`src/rtl/gmii_rx_ptp_ts.sv`:
```
// ---------------------------------------------------------------------------
// gmii_rx_ptp_ts
//   Passive tap on a GMII receive stream. Finds preamble/SFD, samples the
//   local PTP time at SFD and parses untagged or single-802.1Q-tagged frames
//   carrying EtherType 0x88F7. For each PTP frame a record
//   {timestamp, messageType, sequenceId, vlan} is queued in a small
//   first-word-fall-through FIFO with registered outputs. The GMII stream
//   itself is only observed, never modified.
//
// Ports
//   gmii_rx_clk    : GMII receive clock, sole clock
//   rst_n          : asynchronous active-low reset
//   gmii_rx_ctrl   : rx data valid
//   gmii_rx_d      : rx data byte
//   link_up        : PCS link status; low flushes the FIFO and idles parser
//   ts_in          : local PTP time
//   m_ts_*         : record output (valid/ready handshake)
//   drop_cnt       : records lost to FIFO full, saturating
//   frame_cnt      : PTP frames recognised, wrapping
// ---------------------------------------------------------------------------
module gmii_rx_ptp_ts #(
  parameter int TS_W         = 64,
  parameter int FIFO_DEPTH   = 4,
  parameter int MIN_PREAMBLE = 1
) (
  input  logic            gmii_rx_clk,
  input  logic            rst_n,
  input  logic            gmii_rx_ctrl,
  input  logic [7:0]      gmii_rx_d,
  input  logic            link_up,
  input  logic [TS_W-1:0] ts_in,
  output logic [TS_W-1:0] m_ts_tdata,
  output logic [3:0]      m_ts_msg_type,
  output logic [15:0]     m_ts_seq_id,
  output logic            m_ts_vlan,
  output logic            m_ts_valid,
  input  logic            m_ts_ready,
  output logic [7:0]      drop_cnt,
  output logic [15:0]     frame_cnt
);

  localparam int PTR_W = $clog2(FIFO_DEPTH);
  localparam int CNT_W = PTR_W + 1;
  localparam logic [3:0] MIN_PRE = 4'(MIN_PREAMBLE);

  typedef enum logic [2:0] {
    ST_IDLE,
    ST_PRE,
    ST_HDR,
    ST_PTP,
    ST_WAIT_END
  } state_e;

  typedef struct packed {
    logic [TS_W-1:0] ts;
    logic [3:0]      msg_type;
    logic [15:0]     seq_id;
    logic            vlan;
  } rec_t;

  // -------------------------------------------------------------------------
  // Parser state
  // -------------------------------------------------------------------------
  state_e          state_q, state_d;
  logic [3:0]      pre_cnt_q, pre_cnt_d;
  logic [6:0]      offset_q, offset_d;
  logic [TS_W-1:0] ts_q, ts_d;
  logic            vlan_q, vlan_d;
  logic [7:0]      hi_q, hi_d;        // high byte of EtherType / sequenceId
  logic [3:0]      msg_type_q, msg_type_d;
  logic [15:0]     frame_cnt_q, frame_cnt_d;
  logic            push;

  logic [6:0]      offset_inc;
  logic [6:0]      ptp_base;
  rec_t            push_rec;

  assign offset_inc = (offset_q == 7'd127) ? offset_q : offset_q + 7'd1;
  assign ptp_base   = vlan_q ? 7'd18 : 7'd14;
  assign push_rec   = '{ts: ts_q, msg_type: msg_type_q,
                        seq_id: {hi_q, gmii_rx_d}, vlan: vlan_q};

  always_comb begin
    // NOTE: every variable gets a default first so no path can infer a latch.
    state_d     = state_q;
    pre_cnt_d   = pre_cnt_q;
    offset_d    = offset_q;
    ts_d        = ts_q;
    vlan_d      = vlan_q;
    hi_d        = hi_q;
    msg_type_d  = msg_type_q;
    frame_cnt_d = frame_cnt_q;
    push        = 1'b0;

    if (!link_up) begin
      state_d = ST_IDLE;
    end else begin
      case (state_q)
        ST_IDLE: begin
          if (gmii_rx_ctrl) begin
            if (gmii_rx_d == 8'h55) begin
              pre_cnt_d = 4'd1;
              state_d   = ST_PRE;
            end else begin
              state_d = ST_WAIT_END;
            end
          end
        end

        ST_PRE: begin
          if (!gmii_rx_ctrl) begin
            state_d = ST_IDLE;
          end else if (gmii_rx_d == 8'h55) begin
            pre_cnt_d = (pre_cnt_q == 4'd15) ? pre_cnt_q : pre_cnt_q + 4'd1;
          end else if (gmii_rx_d == 8'hD5 && pre_cnt_q >= MIN_PRE) begin
            // Only reachable from IDLE, i.e. after the previous frame pushed
            // or aborted, so this never clobbers a timestamp still in use.
            ts_d     = ts_in;
            offset_d = 7'd0;
            vlan_d   = 1'b0;
            state_d  = ST_HDR;
          end else begin
            state_d = ST_WAIT_END;
          end
        end

        ST_HDR: begin
          if (!gmii_rx_ctrl) begin
            state_d = ST_IDLE;
          end else begin
            offset_d = offset_inc;
            if (offset_q == 7'd12 || offset_q == 7'd16) begin
              hi_d = gmii_rx_d;
            end
            if (offset_q == 7'd13) begin
              if ({hi_q, gmii_rx_d} == 16'h8100) begin
                vlan_d = 1'b1;
              end else if ({hi_q, gmii_rx_d} == 16'h88F7) begin
                state_d = ST_PTP;
              end else begin
                state_d = ST_WAIT_END;
              end
            end
            // Only still in HDR at offset 17 when a tag was seen at 12-13.
            if (offset_q == 7'd17) begin
              if ({hi_q, gmii_rx_d} == 16'h88F7) begin
                state_d = ST_PTP;
              end else begin
                state_d = ST_WAIT_END;
              end
            end
          end
        end

        ST_PTP: begin
          if (!gmii_rx_ctrl) begin
            state_d = ST_IDLE;
          end else begin
            offset_d = offset_inc;
            if (offset_q == ptp_base) begin
              msg_type_d = gmii_rx_d[3:0];
            end
            if (offset_q == ptp_base + 7'd30) begin
              hi_d = gmii_rx_d;
            end
            if (offset_q == ptp_base + 7'd31) begin
              push        = 1'b1;
              frame_cnt_d = frame_cnt_q + 16'd1;
              state_d     = ST_WAIT_END;
            end
          end
        end

        ST_WAIT_END: begin
          if (!gmii_rx_ctrl) begin
            state_d = ST_IDLE;
          end
        end

        default: state_d = ST_IDLE;
      endcase
    end
  end

  // -------------------------------------------------------------------------
  // Record FIFO: circular store plus a registered head copy on the outputs.
  // -------------------------------------------------------------------------
  rec_t             mem_q [FIFO_DEPTH];
  logic [PTR_W-1:0] rd_ptr_q, rd_ptr_d;
  logic [PTR_W-1:0] wr_ptr_q, wr_ptr_d;
  logic [CNT_W-1:0] count_q, count_d;
  rec_t             out_q, out_d;
  logic             valid_q, valid_d;
  logic [7:0]       drop_cnt_q, drop_cnt_d;
  logic             pop, full, wr_en;
  rec_t             head;

  assign pop  = valid_q & m_ts_ready;
  assign full = (count_q == CNT_W'(FIFO_DEPTH));

  always_comb begin
    wr_en      = 1'b0;
    rd_ptr_d   = rd_ptr_q;
    wr_ptr_d   = wr_ptr_q;
    count_d    = count_q;
    drop_cnt_d = drop_cnt_q;
    head       = mem_q[rd_ptr_q];
    out_d      = '0;
    valid_d    = 1'b0;

    if (!link_up) begin
      rd_ptr_d = '0;
      wr_ptr_d = '0;
      count_d  = '0;
    end else begin
      // A pop frees a slot this same cycle, so push-while-full still lands.
      wr_en = push & (~full | pop);
      if (push && full && !pop && drop_cnt_q != 8'hFF) begin
        drop_cnt_d = drop_cnt_q + 8'd1;
      end
      if (pop) begin
        rd_ptr_d = rd_ptr_q + PTR_W'(1);
      end
      if (wr_en) begin
        wr_ptr_d = wr_ptr_q + PTR_W'(1);
      end
      count_d = count_q + CNT_W'(wr_en) - CNT_W'(pop);

      // Next head is either already stored or is the slot written now.
      if (wr_en && rd_ptr_d == wr_ptr_q) begin
        head = push_rec;
      end else begin
        head = mem_q[rd_ptr_d];
      end
      if (count_d != '0) begin
        out_d   = head;
        valid_d = 1'b1;
      end
    end
  end

  // NOTE: the record store carries no reset; valid is tracked by count_q, so
  // stale contents are never observed and the array needs no reset fan-out.
  always_ff @(posedge gmii_rx_clk) begin
    if (wr_en) begin
      mem_q[wr_ptr_q] <= push_rec;
    end
  end

  // NOTE: sequential state uses non-blocking assignments only, so every flop
  // samples its _d value from the same pre-edge snapshot.
  always_ff @(posedge gmii_rx_clk or negedge rst_n) begin
    if (!rst_n) begin
      state_q     <= ST_IDLE;
      pre_cnt_q   <= '0;
      offset_q    <= '0;
      ts_q        <= '0;
      vlan_q      <= 1'b0;
      hi_q        <= '0;
      msg_type_q  <= '0;
      frame_cnt_q <= '0;
      rd_ptr_q    <= '0;
      wr_ptr_q    <= '0;
      count_q     <= '0;
      out_q       <= '0;
      valid_q     <= 1'b0;
      drop_cnt_q  <= '0;
    end else begin
      state_q     <= state_d;
      pre_cnt_q   <= pre_cnt_d;
      offset_q    <= offset_d;
      ts_q        <= ts_d;
      vlan_q      <= vlan_d;
      hi_q        <= hi_d;
      msg_type_q  <= msg_type_d;
      frame_cnt_q <= frame_cnt_d;
      rd_ptr_q    <= rd_ptr_d;
      wr_ptr_q    <= wr_ptr_d;
      count_q     <= count_d;
      out_q       <= out_d;
      valid_q     <= valid_d;
      drop_cnt_q  <= drop_cnt_d;
    end
  end

  assign m_ts_tdata    = out_q.ts;
  assign m_ts_msg_type = out_q.msg_type;
  assign m_ts_seq_id   = out_q.seq_id;
  assign m_ts_vlan     = out_q.vlan;
  assign m_ts_valid    = valid_q;
  assign drop_cnt      = drop_cnt_q;
  assign frame_cnt     = frame_cnt_q;

endmodule
```
`config.mk`:
```
export PLATFORM = sky130hd
export DESIGN_NAME = gmii_rx_ptp_ts
export DESIGN_NICKNAME = d
export VERILOG_FILES = /design/src/rtl/gmii_rx_ptp_ts.sv
export SDC_FILE = /design/constraint.sdc
export NUM_CORES = 1
export LEC_CHECK = 0
export ABC_AREA = 1
export BUFFER_PORTS_ARGS = -buffer_cell sky130_fd_sc_hd__buf_2
export CELL_PAD_IN_SITES_DETAIL_PLACEMENT = 0
export CELL_PAD_IN_SITES_GLOBAL_PLACEMENT = 2
export CORE_UTILIZATION = 40
export DETAILED_ROUTE_END_ITERATION = 16
export GPL_ROUTABILITY_DRIVEN = 0
export PLACE_DENSITY_LB_ADDON = 0.05
export SLEW_MARGIN = 20
export SYNTH_ARGS = -nofsm -noshare
export SYNTH_HDL_FRONTEND = slang
export SYNTH_SLANG_ARGS = --single-unit
export TNS_END_PERCENT = 50
```
`constraint.sdc`:
```
create_clock -name gmii_rx_clk -period 7.05 [get_ports gmii_rx_clk]
set_input_delay 1.0575 -clock gmii_rx_clk [delete_from_list [all_inputs] [get_ports gmii_rx_clk]]
set_output_delay 1.0575 -clock gmii_rx_clk [all_outputs]
set_load 0.01 [all_outputs]
```
---- Word level (Yosys, flattened, before mapping) ----
Memories as Yosys holds them, arrays and structs flattened.
Index checks and enable logic that the tools add are counted.
Widths: inputs -> output; s select.
cells by class
  eq/ne operators ......................... 42
  bitwise gates (word level) .............. 5
  add/subtract/negate cells ............... 10
  muxes and demuxes ....................... 58
  reductions and logical operators ........ 23
  magnitude comparators ................... 1
operator list
  kind                   count
  $mux 85                3
  $mux 3                 15
  $mux 7                 5
  $eq 16x16->1 const B   2
  $mux 8                 4
  $ne 2x2->1 const B     14
  $mux 4                 5
  $add 16x1->16 const B  1
  $pmux 8 s2             1
  $mux 1                 15
  $pmux 3 s5             1
  $eq 7x4->1 const B     2
  $eq 7x5->1 const B     2
  $eq 7x6->1             2
  $pmux 7 s2             1
  $reduce_and 7->1       2
  $add 5x5->6 const B    2
  $reduce_and 6->1       2
  $mux 2                 5
  $ne 5x5->1 const B     2
  $add 8x1->8 const B    1
  $eq 8x7->1 const B     1
  $eq 8x8->1 const B     1
  $ne 4x4->1 const B     2
  other kinds (33)       48
storage, ports and cells
  memory bits (writable) .................. 340
  bits in registers ....................... 208
  input bits .............................. 77
  memories kept ........................... 1
  output and inout bits ................... 110
  logic and storage cells ................. 157
memories
  name   depth  width  rd ports  clocked after memory_dff  wr ports  RTL line  text
  mem_q  4      85     1         0                         1         188       rec_t mem_q [FIFO_DEPTH];

---- Logic depth before layout (Yosys ltp) ----
  depth after elaboration ................. 13
  depth in mapped cells ................... 20
  mapped depth without buffers ............ 17

---- Worst setup path after synthesis ----
Ideal clock, no wire load.
  path kind ............................... input -> register
  start point ............................. in gmii_rx_ctrl
  end point ............................... mem mem_q[0][0] (netlist name) (enable)
  data required time ...................... 6521 ps
  stages on the path ...................... 7
  setup time .............................. 529 ps
  data arrival time ....................... 5444 ps
  buffers on the path ..................... 1
  slack ................................... 1076 ps
  path through ............................ buf_2 nand2_1 inv_1 nand2_4 nor2_4 nand2_1 nor2_1
on the way
  word-level cells in the longest chain between the ends .. 7
ends and longest elaborated chain
  item                          RTL line  text
  from (decl)                   28        input logic gmii_rx_ctrl,
  $mux 1                        156       if (!gmii_rx_ctrl) begin
  $mux 1                        98        case (state_q)
  $mux 1                        95        if (!link_up) begin
  $and 1x1->1                   217       wr_en = push & (~full | pop);
  $mux 1                        211       if (!link_up) begin
  $mux 1                        245       if (wr_en) begin
  $mux 1 (implied by the code)  246       mem_q[wr_ptr_q] <= push_rec;
  to (decl)                     188
Every way passes these cells.

==> metrics.md <==
| Metric | Value |
|---|---|
| Final min period | ~4.7 ns |
| Multi-input gate area | 5823 µm² |
| Avg WL per Cell | between 15 and 20 µm |
| Max-slew violations | 0 |
| Core Footprint | 54990 µm² |
| Ys Warns | 0 |
| Flops & latches, synth | 548 |
| Status | finished clean |
| CP Max Fanout | between 50 and 60 |
| H-tree depth | 2 |
| Die H | 237.8 µm |
| IO Count | 187 |
| Reg area | 15410 µm² |
| Post-synth top flop | edfxtp_1 |
| Synth Area in Compound Gates | 7.321% |
| PwrDens | 317.4 nW/µm² |
| Synth Area in Adders | 0.9341% |
| Syn_area_per_cell | 10.91 µm² |
| Initial Util | 40.44% |
| Post-CTS Setup Bufs | 0 |
| Port Buffers | between 150 and 200 |
| Worst reg2reg path depth | 19 |
| Hold Buf Count CTS | 0 |
| CP max stage delay | around 0.71 ns |
| Layout area overhead | 15.91% |
| CP endpoint kind | flip-flop |
| Max VDD drop | 0.0002075 V |
| # diodes | 0 |
| Initial antenna violation count | 0 |
| First-pass GRT wire length | between 80000 and 90000 µm |
| Mapped Area | 22240 µm² |
| GRT Residual Overflow | 0 |
| GR Util All Layers | 19.92% |
| Seq/Total Area, Yosys | 69.33% |
| Hold WC Path Type | in2async |
| Min Hold Slack | 0.4785 ns |
| Row count | 86 |
| Max Buffers Root-to-Sink | 3 |
| Post-synth cell types | 37 |
| Initial DRC count | approximately 900 |
| Slowest CP cell | buf_4 |
| Number of global-route vias before repair | 14500 |
| Tot Pwr | 8181 µW |
| Flop-to-flop setup slack | 2.37 ns |
| Least-Margin Pin Slew | 1.041 ns |
| Post-CTS sizing | 0 |
| Critical path arrival | about 5.2 ns |
| Vias per inst | between 4 and 5 |
| Die X | between 200 and 250 µm |
| Design Area, Final | about 26000 µm² |
| Setup violations, final | 0 |
| Startpoint types | flip-flop |
| Post-synth EDFFs | 340 |
| Routed WL | 55300 µm |
| 1st-pass router iterations | 5 |
| Critical path type | reg2reg |
| Largest family of logic cells by synthesized area | simple AND/OR/NAND/NOR gates |
| Fmax | 213.8 MHz |
| Period utilisation layout | 66.35% |
| Routed Antenna Nets | 0 |
| Total CTS buffers | ~60 |
| R2R Path End | m_ts_seq_id[6]$_DFF_PN0_ |
| Via count | 14730 |
| Leak | 0.01072 µW |
| Placed Area | 23850 µm² |
| Rel. slew slack | a little under a third |
| FF-to-FF Start | offset_q[4]$_DFFE_PN0P_ |
| Final Hold Viols | 0 |
| Required time worst endpoint | 7.57 ns |
| CTS tree | built |
| Sink Count | 548 |
| Setup total negative slack | 0 ns |
| Worst Clk Skew | ~0.012 ns |
| Share of cells above drive strength 1 | approximately 15% |
| Number of max-cap violations | 0 |
| HPWL after DPL | 29960 µm |
| Post-Syn Nets | 2131 |
| Pin count of the biggest net entering global routing | 119 |
| DRC | 0 |
| Post-synthesis xor/xnor area fraction | less than 1% |
| Die area | 56530 µm² |
| Crit path cell chain | inv_1 > nand2_1 > nand2_1 > nor2_1 > nand3_1 > nor2_4 > nand2_1 > ha_1 > inv_1 > ha_1 > fa_1 > nor2_1 > nand2_1 > nand2_1 > clkinv_2 > buf_4 > buf_4 > o21ai_0 > nor2_1 |
| Most frequent CP cell | nand2_1 |
| Clock transition at path regs | 0.06 ns |
| Proportion of synthesized area in mux cells | 0.1519% |
| Synth Instances | 2038 |
| RSZ-0062 raised after global routing | no |
| Clk_lat worst skew | 0.61 ns |
| Async S/R FF share, synth | a little under two fifths |
| CTS root buffer | clkbuf_16 |
| Nets | 2297 |
| # fillers | 5135 |
| Simple-Gate Fraction of Synth Area | between 15 and 20% |
## routing by layer
layer  vias up  GRT usage, %  share of wire [%]
li1       7174             -                  -
met1      7247         26.93                 45
met2       246         34.00                 49
met3        67         2.799                4.0
met4         0         4.555                1.6
met5         -             0                  0
## cells in the mapped netlist (2+ instances only)
cell type,instances,area (µm²)
nor3_1,11,55.05
inv_2,4,15.01
xor2_1,15,131.4
o21ai_0,202,1011
nand2_1,396,1486
nand3b_1,2,15.01
buf_2,47,235.2
nand4_1,13,81.33
buf_6,9,101.4
clkinv_1,3,11.26
a21oi_1,10,50.05
xnor2_1,10,87.58
nand2_2,22,137.6
nor2_4,3,33.78
mux2_2,3,33.78
nor2_8,2,40.04
o22ai_1,51,319.1
nand3_1,108,540.5
ha_1,15,187.7
o31ai_1,2,15.01
edfxtp_1,340,10210
o21ai_1,42,210.2
nor2_1,331,1242
inv_1,132,495.5
clkbuf_1,44,165.2
dfrtp_1,208,5205
nand2_4,3,33.78
## report_power, final
group | internal, µW | switching [µW] | leakage, µW | total, µW
Sequential | 3540 | 82.0 | 0.00538 | 3620
Combinational | 476 | 1020 | 0.00440 | 1500
Clock | 1820 | 1240 | 0.000939 | 3060
Total | 5840 | 2350 | 0.0107 | 8180
## cell usage in the layout, fill, tap and decap left out, drive strengths merged, types with 2 or more instances in the layout
cell type | Yosys | final
a21oi | 10 | 10
buf | 57 | 206
bufinv | 0 | 6
clkbuf | 44 | 84
clkinv | 4 | 24
dfrtp | 208 | 208
edfxtp | 340 | 340
ha | 15 | 15
inv | 137 | 138
mux2 | 3 | 3
nand2 | 421 | 421
nand3 | 108 | 108
nand3b | 2 | 2
nand4 | 13 | 13
nor2 | 336 | 336
nor3 | 12 | 12
o21ai | 244 | 244
o22ai | 51 | 51
o31ai | 2 | 2
xnor2 | 10 | 10
xor2 | 15 | 15
## worst max path at each step
stage | from | slack, ns | cells after the start | end
3_3_place_gp | link_up | 1.88 | 18 | m_ts_seq_id[5]$_DFF_PN0_
2_1_floorplan | gmii_rx_ctrl | 1.08 | 7 | mem_q[0][0]$_DFFE_PP_
4_1_cts | offset_q[4]$_DFFE_PN0P_ | 2.32 | 19 | m_ts_seq_id[6]$_DFF_PN0_
5_1_grt | offset_q[4]$_DFFE_PN0P_ | 1.98 | 19 | m_ts_seq_id[6]$_DFF_PN0_
3_5_place_dp | link_up | 1.80 | 18 | m_ts_seq_id[4]$_DFF_PN0_
6_report | offset_q[4]$_DFFE_PN0P_ | 2.37 | 19 | m_ts_seq_id[6]$_DFF_PN0_
## sequential cells by signal, indices dropped and copies added, names as in the netlist, 4 cells and up
name / cells
m_ts_tdata: 64
m_ts_seq_id: 16
frame_cnt: 16
hi_q: 8
mem_q: 340
m_ts_msg_type: 4
offset_q: 7
pre_cnt_q: 4
msg_type_q: 4
drop_cnt: 8
ts_q: 64
## stage by stage
stage,std cells,util (%),setup WS [ns]
global placement,2891,43.38,1.881
global route,3003,46.87,1.985
CTS,3003,46.87,2.320
finish,3003,46.87,2.372
floorplan,2038,-,1.076
detailed placement,2891,43.38,1.799
## kinds of logic (layout without fill, tap and decap cells)
logic type,Yosys count,after routing
AND/OR/NAND/NOR,894,894
flip-flops,548,548
multiplexers,3,3
adder cells (fa/ha/maj),16,16
AO/OA/AOI/OAI,310,310
buffers and inverters,242,459
XOR/XNOR,25,25
## worst max-delay path, delay by kind of cell (launching register included)
family / cells / cell delay, ns
flops: 1 / 0.47
simple gates: 10 / 1.42
compound gates: 1 / 0.19
buf+inv: 5 / 1.38
fa+ha+maj: 3 / 1.12
## cell type report
class	count	share of cell area, %
inverters	141	2.083
well taps	748	3.631
clock buffers	84	6.297
repair buffers	206	4.428
multi-input cells	1248	22.59
flip-flops and latches	548	59.81
clock inverters	28	1.155
Power figures use the tool's default switching activity.
